===== config.mk =====
export PLATFORM = sky130hd
export DESIGN_NAME = axi_wr_arbiter
export DESIGN_NICKNAME = d
export VERILOG_FILES = /design/src/rtl/axi_arb_pkg.sv /design/src/rtl/rr_arb2.sv /design/src/rtl/axi_wr_arbiter.sv
export SDC_FILE = /design/constraint.sdc
export NUM_CORES = 1
export LEC_CHECK = 0
export CAP_MARGIN = 20
export CORE_AREA = 2 2 116 118
export CTS_CLUSTER_SIZE = 8
export DETAILED_ROUTE_END_ITERATION = 10
export DIE_AREA = 0 0 118 120
export PLACE_DENSITY_LB_ADDON = 0.12
export SLEW_MARGIN = 20
export SYNTH_ARGS = -nofsm -noshare
export SYNTH_HDL_FRONTEND = slang
export SYNTH_SLANG_ARGS = --single-unit

===== constraint.sdc =====
create_clock -name clk -period 6 [get_ports clk]
set_clock_uncertainty 0.1 [all_clocks]
set_input_delay 0.6 -clock clk [delete_from_list [all_inputs] [get_ports clk]]
set_output_delay 0.6 -clock clk [all_outputs]
set_load 0.02 [all_outputs]

===== src/rtl/axi_arb_pkg.sv =====
// Shared types and AXI field widths for the two-master AXI write arbiter.
package axi_arb_pkg;

  localparam int ID_W   = 4;
  localparam int ADDR_W = 32;
  localparam int DATA_W = 32;
  localparam int STRB_W = 4;
  localparam int LEN_W  = 4;

  localparam logic [1:0] BURST_FIXED = 2'b00;
  localparam logic [1:0] BURST_INCR  = 2'b01;
  localparam logic [1:0] BURST_WRAP  = 2'b10;

  typedef enum logic [1:0] {
    ARB_IDLE = 2'd0,
    ARB_AW   = 2'd1,
    ARB_W    = 2'd2,
    ARB_B    = 2'd3
  } arb_state_t;

endpackage


===== src/rtl/rr_arb2.sv =====
// Two-way requester pick: a single requester always wins; on contention the
// priority pointer decides (round-robin) or master 0 wins (fixed priority).
module rr_arb2 (
  input  logic [1:0] req,
  input  logic       ptr,
  input  logic       rr_en,
  output logic       gnt_idx,
  output logic       gnt_vld
);

  always_comb begin
    // NOTE: every output gets a default first so no path can infer a latch.
    gnt_idx = 1'b0;
    gnt_vld = |req;
    case (req)
      2'b10:   gnt_idx = 1'b1;
      2'b11:   gnt_idx = rr_en ? ptr : 1'b0;
      default: gnt_idx = 1'b0;
    endcase
  end

endmodule


===== src/rtl/axi_wr_arbiter.sv =====
// Two-master AXI write arbiter: owns one AW/W/B transaction at a time and
// routes the granted master to the single slave port combinationally.
module axi_wr_arbiter
  import axi_arb_pkg::*;
#(
  parameter bit RR_EN = 1'b1
) (
  input  logic              clk,
  input  logic              reset,

  input  logic [ID_W-1:0]   m0_awid,
  input  logic [ADDR_W-1:0] m0_awaddr,
  input  logic [LEN_W-1:0]  m0_awlen,
  input  logic [2:0]        m0_awsize,
  input  logic [1:0]        m0_awburst,
  input  logic              m0_awvalid,
  output logic              m0_awready,
  input  logic [ID_W-1:0]   m0_wid,
  input  logic [DATA_W-1:0] m0_wdata,
  input  logic [STRB_W-1:0] m0_wstrb,
  input  logic              m0_wlast,
  input  logic              m0_wvalid,
  output logic              m0_wready,
  output logic [ID_W-1:0]   m0_bid,
  output logic [1:0]        m0_bresp,
  output logic              m0_bvalid,
  input  logic              m0_bready,

  input  logic [ID_W-1:0]   m1_awid,
  input  logic [ADDR_W-1:0] m1_awaddr,
  input  logic [LEN_W-1:0]  m1_awlen,
  input  logic [2:0]        m1_awsize,
  input  logic [1:0]        m1_awburst,
  input  logic              m1_awvalid,
  output logic              m1_awready,
  input  logic [ID_W-1:0]   m1_wid,
  input  logic [DATA_W-1:0] m1_wdata,
  input  logic [STRB_W-1:0] m1_wstrb,
  input  logic              m1_wlast,
  input  logic              m1_wvalid,
  output logic              m1_wready,
  output logic [ID_W-1:0]   m1_bid,
  output logic [1:0]        m1_bresp,
  output logic              m1_bvalid,
  input  logic              m1_bready,

  output logic [ID_W-1:0]   s_awid,
  output logic [ADDR_W-1:0] s_awaddr,
  output logic [LEN_W-1:0]  s_awlen,
  output logic [2:0]        s_awsize,
  output logic [1:0]        s_awburst,
  output logic              s_awvalid,
  input  logic              s_awready,
  output logic [ID_W-1:0]   s_wid,
  output logic [DATA_W-1:0] s_wdata,
  output logic [STRB_W-1:0] s_wstrb,
  output logic              s_wlast,
  output logic              s_wvalid,
  input  logic              s_wready,
  input  logic [ID_W-1:0]   s_bid,
  input  logic [1:0]        s_bresp,
  input  logic              s_bvalid,
  output logic              s_bready,

  output logic              grant,
  output logic              busy,
  output logic              err_wlast
);

  arb_state_t       state;
  logic             grant_q;
  logic             ptr_q;
  logic             err_q;
  logic [LEN_W-1:0] len_q;
  logic [LEN_W-1:0] beat_cnt;

  logic             pick_idx;
  logic             pick_vld;
  logic             sel_awvalid;
  logic             sel_wvalid;
  logic             sel_bready;
  logic [LEN_W-1:0] sel_awlen;
  logic             route_aw;
  logic             route_w;
  logic             route_b;
  logic             aw_hs;
  logic             w_hs;
  logic             b_hs;
  logic             cnt_at_len;

  rr_arb2 u_pick (
    .req     ({m1_awvalid, m0_awvalid}),
    .ptr     (ptr_q),
    .rr_en   (RR_EN),
    .gnt_idx (pick_idx),
    .gnt_vld (pick_vld)
  );

  assign sel_awvalid = grant_q ? m1_awvalid : m0_awvalid;
  assign sel_awlen   = grant_q ? m1_awlen   : m0_awlen;
  assign sel_wvalid  = grant_q ? m1_wvalid  : m0_wvalid;
  assign sel_bready  = grant_q ? m1_bready  : m0_bready;

  // Handshake qualifiers are forced low while reset is held, so the slave and
  // both masters see a quiet bus before the first clock edge has landed.
  assign route_aw = !reset && (state == ARB_AW);
  assign route_w  = !reset && (state == ARB_W);
  assign route_b  = !reset && (state == ARB_B);

  assign aw_hs      = route_aw && sel_awvalid && s_awready;
  assign w_hs       = route_w  && sel_wvalid  && s_wready;
  assign b_hs       = route_b  && s_bvalid    && sel_bready;
  assign cnt_at_len = (beat_cnt == len_q);

  always_ff @(posedge clk) begin
    // NOTE: all state updates are non-blocking so every register samples the
    // pre-edge values of its peers, independent of statement order.
    if (reset) begin
      state    <= ARB_IDLE;
      grant_q  <= 1'b0;
      ptr_q    <= 1'b0;
      err_q    <= 1'b0;
      len_q    <= '0;
      beat_cnt <= '0;
    end else begin
      err_q <= 1'b0;
      case (state)
        ARB_IDLE: begin
          if (pick_vld) begin
            grant_q <= pick_idx;
            state   <= ARB_AW;
          end
        end
        ARB_AW: begin
          if (aw_hs) begin
            len_q    <= sel_awlen;
            beat_cnt <= '0;
            state    <= ARB_W;
          end
        end
        ARB_W: begin
          if (w_hs) begin
            beat_cnt <= beat_cnt + 4'd1;
            if (s_wlast || cnt_at_len) begin
              // Either terminator alone means wlast and the count disagree.
              err_q <= s_wlast ^ cnt_at_len;
              state <= ARB_B;
            end
          end
        end
        ARB_B: begin
          if (b_hs) begin
            ptr_q <= ~grant_q;
            state <= ARB_IDLE;
          end
        end
        default: state <= ARB_IDLE;
      endcase
    end
  end

  assign s_awid    = grant_q ? m1_awid    : m0_awid;
  assign s_awaddr  = grant_q ? m1_awaddr  : m0_awaddr;
  assign s_awlen   = sel_awlen;
  assign s_awsize  = grant_q ? m1_awsize  : m0_awsize;
  assign s_awburst = grant_q ? m1_awburst : m0_awburst;
  assign s_awvalid = route_aw && sel_awvalid;
  assign m0_awready = route_aw && !grant_q && s_awready;
  assign m1_awready = route_aw &&  grant_q && s_awready;

  assign s_wid    = grant_q ? m1_wid   : m0_wid;
  assign s_wdata  = grant_q ? m1_wdata : m0_wdata;
  assign s_wstrb  = grant_q ? m1_wstrb : m0_wstrb;
  assign s_wlast  = grant_q ? m1_wlast : m0_wlast;
  assign s_wvalid = route_w && sel_wvalid;
  assign m0_wready = route_w && !grant_q && s_wready;
  assign m1_wready = route_w &&  grant_q && s_wready;

  assign m0_bid    = s_bid;
  assign m1_bid    = s_bid;
  assign m0_bresp  = s_bresp;
  assign m1_bresp  = s_bresp;
  assign m0_bvalid = route_b && !grant_q && s_bvalid;
  assign m1_bvalid = route_b &&  grant_q && s_bvalid;
  assign s_bready  = route_b && sel_bready;

  assign grant     = grant_q;
  assign busy      = !reset && (state != ARB_IDLE);
  assign err_wlast = err_q;

endmodule


======== Word-level counts from Yosys, hierarchy flattened ========
Index checks and enable logic that the tools add are counted.
W data, S select, Z words.
storage, ports and cells
  bits in writable memories ............... 0
  memories ................................ 0
  logic and storage cells ................. 81
  bits in latches ......................... 0
  bits in read-only memories .............. 0
  flip-flop bits (word level) ............. 13
  input bits .............................. 189
  output and inout port bits .............. 110
operators by class
  reduce and logical (&&, ||, !) cells .... 36
  shift operators ......................... 0
  bitwise operators ....................... 5
  magnitude comparators ................... 0
  multipliers ............................. 0
  eq/ne operators ......................... 11
  mux-type cells .......................... 22
  add/sub/neg operators ................... 1
  div/mod/pow operators ................... 0
operator list
  cell                   count
  $mux W32               2
  $mux W4                6
  $logic_and A1 B1 Y1    23
  $mux W2                6
  $eq A2 B2 Y1 const B   4
  $ne A2 B2 Y1 const B   4
  $pmux W2 S4            1
  $pmux W4 S2            1
  $reduce_and A2 Y1      3
  $reduce_and A5 Y1      1
  $add A4 B1 Y4 const B  1
  $eq A4 B4 Y1           1
  $mux W1                4
  $not A1 Y1             4
  $reduce_bool A2 Y1     2
  $reduce_or A4 Y1       1
  $mux W3                1
  $reduce_and A3 Y1      1
  $eq A2 B1 Y1 const B   1
  $logic_not A1 Y1       2
  $logic_not A2 Y1       1
  $ne A2 B1 Y1 const B   1
  $pmux W1 S2            1
  $reduce_or A2 Y1       1
  2 further kinds        2

======== Depth between registers and ports, before layout ========
Gate-level depths: netlist of run 1.
  depth after elaboration ................. 6
  mapped depth ............................ 8
  mapped depth without buffers ............ 6

======== By module ========
A second synthesis of run 1 with hierarchy kept.
unflattened totals
  cell total of the unflattened synthesis .. 218
  area total of the unflattened synthesis .. 2034.5 µm²
modules (own cells, without submodules)
  module          seq. area each (µm²)  area each (µm²)  cells each  times used
  axi_wr_arbiter  260.2                 2016.9           215         1
  rr_arb2         0.0                   17.5             3           1

======== Least setup slack after synthesis of run 1 ========
No wires, ideal clock.
  path kind ............................... register to register
  from .................................... register grant_q, in the netlist grant
  to ...................................... register state[1]
  cell stages (with the launch flop) ...... 9
  arrival time ............................ 2.144 ns
  library setup time ...................... 0.072 ns
  path slack .............................. 3.685 ns
  clock period less this slack ............ 2.315 ns
  data required time ...................... 5.828 ns
  buffers on the path ..................... 3
  cells stage by stage .................... dfxtp_1 buf_6 clkbuf_1 clkbuf_1 mux2i_1 ha_1 o31ai_1 and4_1 mux2i_1
between the ends
  cells in the longest elaborated chain, start to end .. 5
  elaborated cells on any way between the ends .. 15
  classes of those cells .................. 4 x eq/ne; 4 x mux; 7 x reduce/logical
RTL lines
  what                                                         RTL line                                      source
  start: declaration                                           axi_wr_arbiter.sv:71                          logic grant_q;
  start signal: assignment                                     axi_wr_arbiter.sv:130                         grant_q <= pick_idx;
  $mux W1, on equally long branches                            axi_wr_arbiter.sv:101, axi_wr_arbiter.sv:99
  $logic_and A1 B1 Y1, on equally long branches (2 in series)  axi_wr_arbiter.sv:111, axi_wr_arbiter.sv:110
  $ne A2 B2 Y1 (no line)                                       n/a
  $reduce_and A5 Y1 (no line) *                                n/a
  end signal: assignment                                       axi_wr_arbiter.sv:119                         state <= ARB_IDLE;
  end signal: assignment                                       axi_wr_arbiter.sv:131                         state <= ARB_AW;
  end signal: assignment                                       axi_wr_arbiter.sv:138                         state <= ARB_W;
  end: declaration                                             axi_wr_arbiter.sv:70                          arb_state_t state;
Every way passes the cells marked *; elsewhere a longest branch is shown, timed or not.
A chain may end at the register's enable or synchronous reset.

======== Final worst setup path of run 1 ========
  from .................................... register grant_q, in the netlist grant
  to ...................................... output s_awlen[0]
between the ends
  cells in the longest elaborated chain, start to end .. 1
RTL lines
  what              RTL line               source
  $mux W4           axi_wr_arbiter.sv:100  assign sel_awlen = grant_q ? m1_awlen : m0_awlen;
  end: declaration  axi_wr_arbiter.sv:49   output logic [LEN_W-1:0] s_awlen,
No other way between the ends.

==> load_flow_metrics.sql, run 1 <==
INSERT INTO impl_metrics (metric_group, metric, value, unit) VALUES
('status', 'status', 'completed', ''),
('worst_setup_path', 'worstPathMaxFanout', '77', ''),
('floorplan', 'io_pins', '299', ''),
('timing', 'finalSetupTns', '0', 'ps'),
('routing', 'initialDrtViolationCount', '66', ''),
('synth', 'syn-num-nets', '414', ''),
('synth', 'synth_cells', '218', ''),
('global_routing', 'first_pass_grt_wire_length', '17500', 'µm'),
('finish', 'share_of_final_layout_standard_cells_stronger_than_drive_strength_1', '19.2', '%'),
('timing', 'grt_setup_unrepaired', 'false', ''),
('timing', 'fmaxAchievable', '292', 'MHz'),
('worst_setup_path', 'worstSetupStartpointType', 'flop', ''),
('timing', 'timing.final.crit_share', '57.1', '%'),
('job', 'timing.max_cap.violations', '0', ''),
('floorplan', 'die_x', '118', 'µm'),
('routing', 'drt_pass1_iterations', '4', ''),
('timing', 'headroom_to_the_max_slew_limit', '32.3', '%'),
('clock_tree', 'root_buffer', 'sky130_fd_sc_hd__clkbuf_16', ''),
('synth', 'synth_cell_count_leaders', 'sky130_fd_sc_hd__mux2_2 (86), sky130_fd_sc_hd__dfxtp_1 (13), sky130_fd_sc_hd__nor2_1 (13)', ''),
('power', 'p_total', '954', 'µW'),
('clock_tree', 'post_cts_hold_buffer_count', '0', ''),
('power', 'static-leakage-power', '0.00181', 'µW'),
('clock_tree', 'post-cts-setup-buffer-count', '0', ''),
('placed_design', 'dp.final_hpwl', '10200', 'µm'),
('power', 'p_sw', '371', 'µW'),
('synth', 'netlist_top_cells_area', 'sky130_fd_sc_hd__mux2_2 (48%), sky130_fd_sc_hd__dfxtp_1 (13%), sky130_fd_sc_hd__mux2i_1 (4.4%), sky130_fd_sc_hd__buf_4 (4.4%), sky130_fd_sc_hd__ha_1 (4.3%)', ''),
('min_path', 'holdCritStartpoint', 'len_q[2]', ''),
('worst_setup_path', 'setup.worst_path.class', 'reg2out', ''),
('floorplan', 'floorplan.die.height', '120', 'µm'),
('worst_setup_path', 'reg2reg_slack', '3460', 'ps'),
('synth', 'netlist_area', '2040', 'µm²'),
('global_routing', 'groute.layer.met2.usage', '29.3', '%'),
('clock_tree', 'cts_max_path_buffers', '2', ''),
('clock_tree', 'post_cts_resize_count', '0', ''),
('worst_setup_path', 'critical_path.max_stage_delay', '1000', 'ps'),
('placed_design', 'globalplace.congestion', '0.828', ''),
('synth', 'synth_async_sr_flop_share', '0', '%'),
('worst_setup_path', 'crit_start', 'grant', ''),
('routing', 'detail-route-antenna-nets', '0', ''),
('synth', 'synth_warn', '0', ''),
('synth', 'syn_avg_cell_area', '9.35', 'µm²'),
('timing', 'final-max-slew-violation-count', '0', ''),
('global_routing', 'pin_count_of_the_biggest_net_entering_global_routing', '78', ''),
('routing', 'drc', '0', ''),
('clock_tree', 'clkSinkCount', '13', ''),
('finish', 'post-route-cell-area', '4990', 'µm²'),
('synth', 'synth_enable_flop_cells', '0', ''),
('global_routing', 'grt_util_all_layers', '16.1', '%'),
('finish', 'finish.utilization', '38.4', '%'),
('floorplan', 'placement_rows', '42', ''),
('floorplan', 'core-area', '13000', 'µm²'),
('routing', 'routed_wirelength', '12000', 'µm'),
('min_path', 'holdCritPathClass', 'reg2reg', ''),
('worst_setup_path', 'critical_path_arrival', '2720', 'ps'),
('floorplan', 'fp.dieArea', '14200', 'µm²'),
('global_routing', 'vias_in_the_first_global_route', '2753', ''),
('timing', 'worstMarginPinSlew', '1010', 'ps'),
('power', 'pwr-share-comb', '72.0', '%'),
('power', 'share_seq_of_total_power', '14.7', '%'),
('synth', 'synth_largest_area_cell', 'sky130_fd_sc_hd__mux2_2', ''),
('clock_tree', 'cts_made_buffers', '3', ''),
('timing', 'timing_hold_violations_final', '0', ''),
('power', 'power.share.clock', '13.3', '%'),
('power', 'power.ir.vdd_worst', '126', 'µV'),
('placed_design', 'port-buffer-count', '280', ''),
('finish', 'fillers', '1324', ''),
('global_routing', 'antenna_found_initial', '4', ''),
('finish', 'synthToLayoutAreaGrowth', '145', '%'),
('worst_setup_path', 'critPathSlowestCell', 'sky130_fd_sc_hd__dfxtp_4', ''),
('power', 'power_per_cell_area', '191', 'nW/µm²'),
('power', 'switching_share', '38.9', '%');
==> worst max-delay path: cells and delay by family (launching register included) <==
family,cells,cell delay (ps)
muxes,1,410
DFF,1,1000
buffers and inverters,2,1010
==> power groups by stage <==
stage | combinational (µW) | sequential [µW] | clock (µW)
2_1_floorplan | 390 | 107 | 0
3_3_place_gp | 692 | 143 | 0
3_5_place_dp | 691 | 143 | 0
4_1_cts | 696 | 141 | 129
5_1_grt | 731 | 146 | 131
6_report | 687 | 140 | 127
==> logic make-up after synthesis <==
logic type               share of synthesized area [%]
AND/OR/NAND/NOR                                   13.4
XOR/XNOR                                          1.72
adder cells (fa/ha/maj)                           4.30
flip-flops                                        12.8
AO/OA/AOI/OAI                                     7.06
multiplexers                                      51.9
buffers and inverters                             8.78
==> per-stage QoR <==
stage / worst slack [ps] / std cells / hold slack, ps
global placement: 2640 / 647 / 404
global route: 2440 / 652 / 455
floorplan: 3680 / 218 / 369
CTS: 2580 / 651 / 422
detailed placement: 2650 / 647 / 414
finish: 2580 / 652 / 417
==> sequential cells by signal, indices dropped and copies added (netlist names) <==
name and cells:
beat_cnt 4, len_q 4, state 2, err_wlast 1, grant 1, ptr_q 1
==> final cells by class <==
class                   count  area [µm²]  area share, %
diodes                      1        2.50         0.0502
clock buffers               4        78.8           1.58
inverters                   3        11.3          0.226
multi-input cells         174        1600           32.1
flip-flops and latches     13         264           5.29
well taps                 176         220           4.42
repair buffers            281        2810           56.4
==> worst paths after layout <==
kind / endpoint / depth (start not counted)
hold / removal: len_q[2] / 2
setup / recovery: s_awlen[0] / 3
setup reg to reg: beat_cnt[2] / 4
hold reg to reg: len_q[2] / 2
==> layout by cell type (no fill, tap or decap), types with 5 or more instances in the layout <==
cell type | Yosys | final
sky130_fd_sc_hd__mux2i_1 | 9 | 9
sky130_fd_sc_hd__nor2_1 | 13 | 13
sky130_fd_sc_hd__nand2_1 | 5 | 5
sky130_fd_sc_hd__mux2_2 | 86 | 86
sky130_fd_sc_hd__ha_1 | 7 | 7
sky130_fd_sc_hd__dfxtp_1 | 13 | 12
sky130_fd_sc_hd__clkdlybuf4s50_1 | 0 | 280
sky130_fd_sc_hd__nand2b_1 | 6 | 6
==> metal layers <==
metal,up-vias,part of all wire (%)
met3,14,8.7
met1,1233,39
li1,1299,-
met2,121,50
met4,6,1.5
met5,-,0.31
Note: power is estimated with default switching activity, not from simulation.
==> run 2, diff against run 1 <==
--- a/config.mk
+++ b/config.mk
@@ -6,10 +6,10 @@
 export NUM_CORES = 1
 export LEC_CHECK = 0
 export CAP_MARGIN = 20
-export CORE_AREA = 2 2 116 118
+export CORE_AREA = 2 2 117 119
 export CTS_CLUSTER_SIZE = 8
 export DETAILED_ROUTE_END_ITERATION = 10
-export DIE_AREA = 0 0 118 120
+export DIE_AREA = 0 0 119 121
 export PLACE_DENSITY_LB_ADDON = 0.12
 export SLEW_MARGIN = 20
 export SYNTH_ARGS = -nofsm -noshare
==> constraint.sdc (replaced) <==
create_clock -name clk -period 3.54 [get_ports clk]
set_clock_uncertainty 0.1 [all_clocks]
set_input_delay 0.354 -clock clk [delete_from_list [all_inputs] [get_ports clk]]
set_output_delay 0.354 -clock clk [all_outputs]
set_load 0.02 [all_outputs]
==> load_flow_metrics.sql, run 2 (synthesis results as in run 1) <==
INSERT INTO impl_metrics (metric_group, metric, value, unit) VALUES
('status', 'status', 'completed', ''),
('finish', 'finalNetCount', '674', ''),
('worst_setup_path', 'crit_start', 'grant', ''),
('worst_setup_path', 'timing.critical_path.cells', 'buf_4 -> mux2_2 -> clkdlybuf4s50_1', ''),
('clock_tree', 'post_cts_resize_count', '0', ''),
('clock_tree', 'root_buffer', 'sky130_fd_sc_hd__clkbuf_16', ''),
('timing', 'grt_setup_unrepaired', 'false', ''),
('finish', 'post-route-cell-area', '5010', 'µm²'),
('clock_tree', 'post_cts_hold_buffer_count', '0', ''),
('floorplan', 'io_pins', '299', ''),
('routing', 'top_layer_used', 'met4', ''),
('power', 'pwr-share-comb', '72.6', '%'),
('placed_design', 'post_dp_cell_area', '4930', 'µm²'),
('job', 'timing.max_cap.violations', '0', ''),
('power', 'p_sw', '637', 'µW'),
('timing', 'worstMarginPinSlew', '865', 'ps'),
('worst_setup_path', 'setup.worst_path.class', 'reg2out', ''),
('floorplan', 'placement_rows', '42', ''),
('routing', 'drc', '0', ''),
('min_path', 'holdCritStartpoint', 'len_q[3]', ''),
('power', 'power_per_cell_area', '326', 'nW/µm²'),
('timing', 'timing.final.crit_period', '2890', 'ps'),
('timing', 'setup-violations-final', '0', ''),
('routing', 'routed_wire_length_per_instance', '18.2', 'µm'),
('finish', 'final_common_cell', 'sky130_fd_sc_hd__clkdlybuf4s50_1', ''),
('clock_tree', 'clkSinkCount', '13', ''),
('floorplan', 'core-area', '13100', 'µm²'),
('worst_setup_path', 'endpoint_kind', 'primary output', ''),
('clock_tree', 'cts_made_buffers', '3', ''),
('routing', 'met2WireLength', '6150', 'µm'),
('power', 'power.ir.vdd_worst', '244', 'µV'),
('routing', 'met3WireLength', '926', 'µm'),
('finish', 'share_of_final_layout_standard_cells_stronger_than_drive_strength_1', '19.5', '%'),
('routing', 'drt-vias-per-instance', '4.02', ''),
('clock_tree', 'clk_transition_reported_paths', '50', 'ps'),
('power', 'power.internal', '995', 'µW'),
('worst_setup_path', 'crit-reg2reg-launch', 'grant', ''),
('timing', 'headroom_to_the_max_slew_limit', '42.3', '%'),
('routing', 'initialDrtViolationCount', '35', ''),
('routing', 'routed_wirelength', '11900', 'µm'),
('finish', 'synthToLayoutAreaGrowth', '146', '%'),
('global_routing', 'first_pass_grt_wire_length', '17000', 'µm'),
('routing', 'met1_length', '4700', 'µm'),
('floorplan', 'die_x', '119', 'µm'),
('power', 'power.share.clock', '13.4', '%'),
('global_routing', 'pin_count_of_the_biggest_net_entering_global_routing', '66', ''),
('placed_design', 'port-buffer-count', '280', ''),
('global_routing', 'vias_in_the_first_global_route', '2705', ''),
('floorplan', 'fp.dieArea', '14400', 'µm²'),
('global_routing', 'grt_util_all_layers', '15.2', '%'),
('min_path', 'holdCritPathClass', 'reg2reg', ''),
('placed_design', 'dp.final_hpwl', '10100', 'µm'),
('routing', 'drt_pass1_iterations', '6', ''),
('finish', 'finish.utilization', '38.3', '%'),
('timing', 'final-max-slew-violation-count', '0', ''),
('clock_tree', 'cts_tree', 'built', ''),
('power', 'switching_share', '39.0', '%'),
('routing', 'via_count', '2629', ''),
('clock_tree', 'clock_latency_late_sink', '250', 'ps'),
('clock_tree', 'post-cts-setup-buffer-count', '0', ''),
('placed_design', 'globalplace.congestion', '0.813', ''),
('global_routing', 'grt.overflow.total', '0', ''),
('worst_setup_path', 'critPathRequiredTime', '3090', 'ps'),
('worst_setup_path', 'worstPathMaxFanout', '65', ''),
('worst_setup_path', 'critical_path.max_stage_delay', '880', 'ps'),
('finish', 'top_registers', 'beat_cnt (4), len_q (4), state (2)', ''),
('timing', 'timing_hold_violations_final', '0', ''),
('global_routing', 'antenna_found_initial', '1', ''),
('power', 'share_seq_of_total_power', '14.0', '%'),
('power', 'static-leakage-power', '0.00183', 'µW'),
('floorplan', 'initial_utilization', '15.6', '%'),
('worst_setup_path', 'worstSetupStartpointType', 'flop', ''),
('routing', 'detail-route-antenna-nets', '0', ''),
('worst_setup_path', 'critical_path_arrival', '2440', 'ps'),
('timing', 'finalSetupTns', '0', 'ps'),
('clock_tree', 'cts_max_path_buffers', '2', ''),
('clock_tree', 'cts_max_level', '1', ''),
('timing', 'timing.final.crit_share', '81.6', '%'),
('timing', 'fmaxAchievable', '346', 'MHz'),
('finish', 'layout_common_cells', 'sky130_fd_sc_hd__clkdlybuf4s50_1 (280), sky130_fd_sc_hd__mux2_2 (86), sky130_fd_sc_hd__nor2_1 (13), sky130_fd_sc_hd__dfxtp_1 (12), sky130_fd_sc_hd__mux2i_1 (9)', ''),
('worst_setup_path', 'critPathSlowestCell', 'sky130_fd_sc_hd__dfxtp_4', ''),
('floorplan', 'floorplan.die.height', '121', 'µm');
-- run 2: final cells by class --
| class | instances | area (µm²) |
|---|---|---|
| Inverter | 3 | 11.3 |
| Tap cell | 176 | 220 |
| Multi-Input combinational cell | 174 | 1600 |
| Timing Repair Buffer | 283 | 2840 |
| Clock buffer | 4 | 78.8 |
| Antenna cell | 1 | 2.50 |
| Fill cell | 1285 | 8070 |
| Sequential cell | 13 | 264 |
-- run 2: worst max-delay path, delay by kind of cell (launching register included) --
| kind | cells | cell delay (ps) |
|---|---|---|
| flops | 1 | 880 |
| buf+inv | 2 | 870 |
| mux | 1 | 360 |
-- run 2: power groups by stage --
stage               registers (µW)  clock network, µW  logic (µW)
floorplan                      182                  0         661
global placement               232                  0        1190
detailed placement             233                  0        1190
CTS                            231                220        1200
global route                   235                226        1260
finish                         229                218        1190
-- run 2: per-layer routing --
| metal | vias up | track usage (%) |
|---|---|---|
| li1 | 1307 | - |
| met1 | 1183 | 17.1 |
| met2 | 130 | 28.3 |
| met3 | 9 | 4.79 |
| met4 | 0 | 2.83 |
| met5 | - | 0 |
-- run 2: path summary, 6_finish.rpt --
check,end,slack [ps],depth (start not counted)
worst max register to register,beat_cnt[2],1140,4
worst min-delay path,len_q[3],410,2
worst max-delay path,s_wdata[11],650,3
worst min register to register,len_q[3],410,2
-- run 2: metrics by stage --
step	setup WS (ps)	instances	hold WS, ps	total power, µW
after global placement	806	649	400	1420
after global routing	557	653	434	1720
after detailed placement	769	649	401	1430
after CTS	638	653	414	1650
final	650	654	413	1630
after floorplan	1220	218	369	843
==> run 3, diff against run 2 <==
==> constraint.sdc (replaced) <==
create_clock -name clk -period 3 [get_ports clk]
set_clock_uncertainty 0.1 [all_clocks]
set_input_delay 0.3 -clock clk [delete_from_list [all_inputs] [get_ports clk]]
set_output_delay 0.3 -clock clk [all_outputs]
set_load 0.02 [all_outputs]
==> load_flow_metrics.sql, run 3 (synthesis results as in run 1) <==
INSERT INTO impl_metrics (metric_group, metric, value, unit) VALUES
('status', 'status', 'completed', ''),
('routing', 'drc', '0', ''),
('worst_setup_path', 'setup.worst_path.class', 'reg2out', ''),
('clock_tree', 'cts_max_level', '1', ''),
('clock_tree', 'cts_max_path_buffers', '2', ''),
('worst_setup_path', 'worstSetupStartpointType', 'flop', ''),
('worst_setup_path', 'crit-reg2reg-launch', 'grant', ''),
('floorplan', 'die_x', '119', 'µm'),
('floorplan', 'floorplan.die.height', '121', 'µm'),
('min_path', 'worstHoldPathCells', '2', ''),
('min_path', 'worst_min_delay_path_endpoint', 'ptr_q', ''),
('worst_setup_path', 'critPathSlowestCell', 'sky130_fd_sc_hd__clkdlybuf4s50_1', ''),
('floorplan', 'core-area', '13100', 'µm²'),
('power', 'power_per_cell_area', '384', 'nW/µm²'),
('worst_setup_path', 'worstPathMaxFanout', '11', ''),
('worst_setup_path', 'critical_path_arrival', '2160', 'ps'),
('finish', 'finalNetCount', '676', ''),
('timing', 'worstMarginPinSlew', '387', 'ps'),
('routing', 'via_count', '2631', ''),
('power', 'power.ir.vdd_worst', '271', 'µV'),
('timing', 'final-max-slew-violation-count', '0', ''),
('min_path', 'holdCritPathClass', 'reg2reg', ''),
('global_routing', 'pin_count_of_the_biggest_net_entering_global_routing', '28', ''),
('finish', 'share_of_final_layout_standard_cells_stronger_than_drive_strength_1', '19.8', '%'),
('timing', 'fmaxAchievable', '391', 'MHz'),
('job', 'timing.max_cap.violations', '0', ''),
('finish', 'n_antenna_cell', '0', ''),
('timing', 'grt_setup_unrepaired', 'false', ''),
('floorplan', 'initial_utilization', '15.6', '%'),
('min_path', 'holdCritStartpoint', 'ptr_q', ''),
('routing', 'drt-vias-per-instance', '4.02', ''),
('floorplan', 'fp.dieArea', '14400', 'µm²'),
('clock_tree', 'cts_made_buffers', '3', ''),
('global_routing', 'grt_util_all_layers', '15.2', '%'),
('timing', 'timing.final.crit_period', '2560', 'ps'),
('clock_tree', 'clkSinkCount', '13', ''),
('timing', 'headroom_to_the_max_slew_limit', '73.5', '%'),
('floorplan', 'placement_rows', '42', ''),
('worst_setup_path', 'reg2reg_slack', '790', 'ps'),
('timing', 'timing.final.crit_share', '85.3', '%'),
('timing', 'timing_hold_violations_final', '0', ''),
('routing', 'initialDrtViolationCount', '61', ''),
('global_routing', 'vias_in_the_first_global_route', '2760', ''),
('worst_setup_path', 'critPathRequiredTime', '2600', 'ps'),
('clock_tree', 'cts_tree', 'built', ''),
('clock_tree', 'root_buffer', 'sky130_fd_sc_hd__clkbuf_16', ''),
('floorplan', 'io_pins', '299', ''),
('clock_tree', 'post_cts_hold_buffer_count', '0', ''),
('timing', 'setup-violations-final', '0', ''),
('placed_design', 'port-buffer-count', '280', ''),
('clock_tree', 'clk_transition_reported_paths', '40', 'ps'),
('routing', 'detail-route-antenna-nets', '0', ''),
('power', 'static-leakage-power', '0.00184', 'µW'),
('finish', 'synthToLayoutAreaGrowth', '148', '%'),
('clock_tree', 'post_cts_resize_count', '0', ''),
('timing', 'finalSetupTns', '0', 'ps'),
('global_routing', 'first_pass_grt_wire_length', '16800', 'µm'),
('worst_setup_path', 'worst_r2r_endpoint', 'state[1]', ''),
('finish', 'top_registers', 'beat_cnt (4), len_q (4), state (2)', ''),
('clock_tree', 'clock_latency_late_sink', '240', 'ps'),
('routing', 'routed_wire_length_per_instance', '18.0', 'µm'),
('routing', 'routed_wirelength', '11800', 'µm'),
('finish', 'layout_common_cells', 'sky130_fd_sc_hd__clkdlybuf4s50_1 (280), sky130_fd_sc_hd__mux2_2 (86), sky130_fd_sc_hd__nor2_1 (13), sky130_fd_sc_hd__dfxtp_1 (12), sky130_fd_sc_hd__mux2i_1 (9)', ''),
('worst_setup_path', 'timing.critical_path.cells', 'inv_1 -> ha_1 -> and3b_1 -> and2_1 -> clkdlybuf4s50_1', ''),
('global_routing', 'grt.overflow.total', '0', ''),
('worst_setup_path', 'worst-r2r-cell-count', '6', ''),
('worst_setup_path', 'endpoint_kind', 'primary output', ''),
('finish', 'final_common_cell', 'sky130_fd_sc_hd__clkdlybuf4s50_1', ''),
('global_routing', 'antenna_found_initial', '0', ''),
('placed_design', 'dp.final_hpwl', '10100', 'µm'),
('placed_design', 'globalplace.congestion', '0.820', ''),
('routing', 'drt_pass1_iterations', '3', ''),
('power', 'p_total', '1940', 'µW'),
('worst_setup_path', 'critical_path.max_stage_delay', '610', 'ps'),
('clock_tree', 'post-cts-setup-buffer-count', '0', '');
[run 3: cell types whose count changed in the layout (fill, tap and decap cells not counted), sizes merged]
cell   previous run  this run
diode             1         0
buf               3         5
[run 3: how the worst max path moves through the flow]
stage                        start   endpoint
after floorplan              grant   state[1]
after global placement       reset   s_wvalid
after detailed placement     reset   s_wvalid
after CTS                 state[0]  m1_wready
after global routing      state[0]  m1_wready
final                     state[0]  m1_wready
[run 3: critical path, delay by kind of cell, from the launching register on]
kind	cells	cell delay, ps
buffers and inverters	2	720
AND/OR/NAND/NOR	2	480
adder cells (fa/ha/maj)	1	390
flip-flops	1	330
[run 3: layout make-up]
type                    instances  area (µm²)
multi-input cells             174        1600
flip-flops and latches         13         264
well taps                     176         220
fillers                      1261        8030
clock buffers                   4        78.8
repair buffers                285        2880
inverters                       3        11.3
[run 3: routing by layer]
| layer | wire length (µm) | track usage [%] | vias to the layer above |
|---|---|---|---|
| met5 | 0 | 0 | - |
| met4 | 167 | 3.27 | 0 |
| met3 | 828 | 3.90 | 11 |
| met2 | 6120 | 28.7 | 126 |
| met1 | 4650 | 17.0 | 1186 |
| li1 | - | - | 1308 |
[run 3: power by group]
group	switching [µW]	internal (µW)	leakage (µW)
sequential	40.1	195	0.000106
combinational	640	816	0.00170
clock	71.6	179	0.0000382
total	752	1190	0.00184
[run 3: per-stage QoR]
| stage | hold WS (ps) | cells | setup slack (ps) | utilization, % | instance area, µm² |
|---|---|---|---|---|---|
| 4_1_cts | 412 | 655 | 437 | 38.6 | 5050 |
| 2_1_floorplan | 365 | 218 | 685 | - | 2040 |
| 3_3_place_gp | 408 | 651 | 633 | 38.0 | 4970 |
| 3_5_place_dp | 401 | 651 | 655 | 38.0 | 4970 |
| 6_report | 404 | 655 | 442 | 38.6 | 5050 |
| 5_1_grt | 449 | 655 | 271 | 38.6 | 5050 |
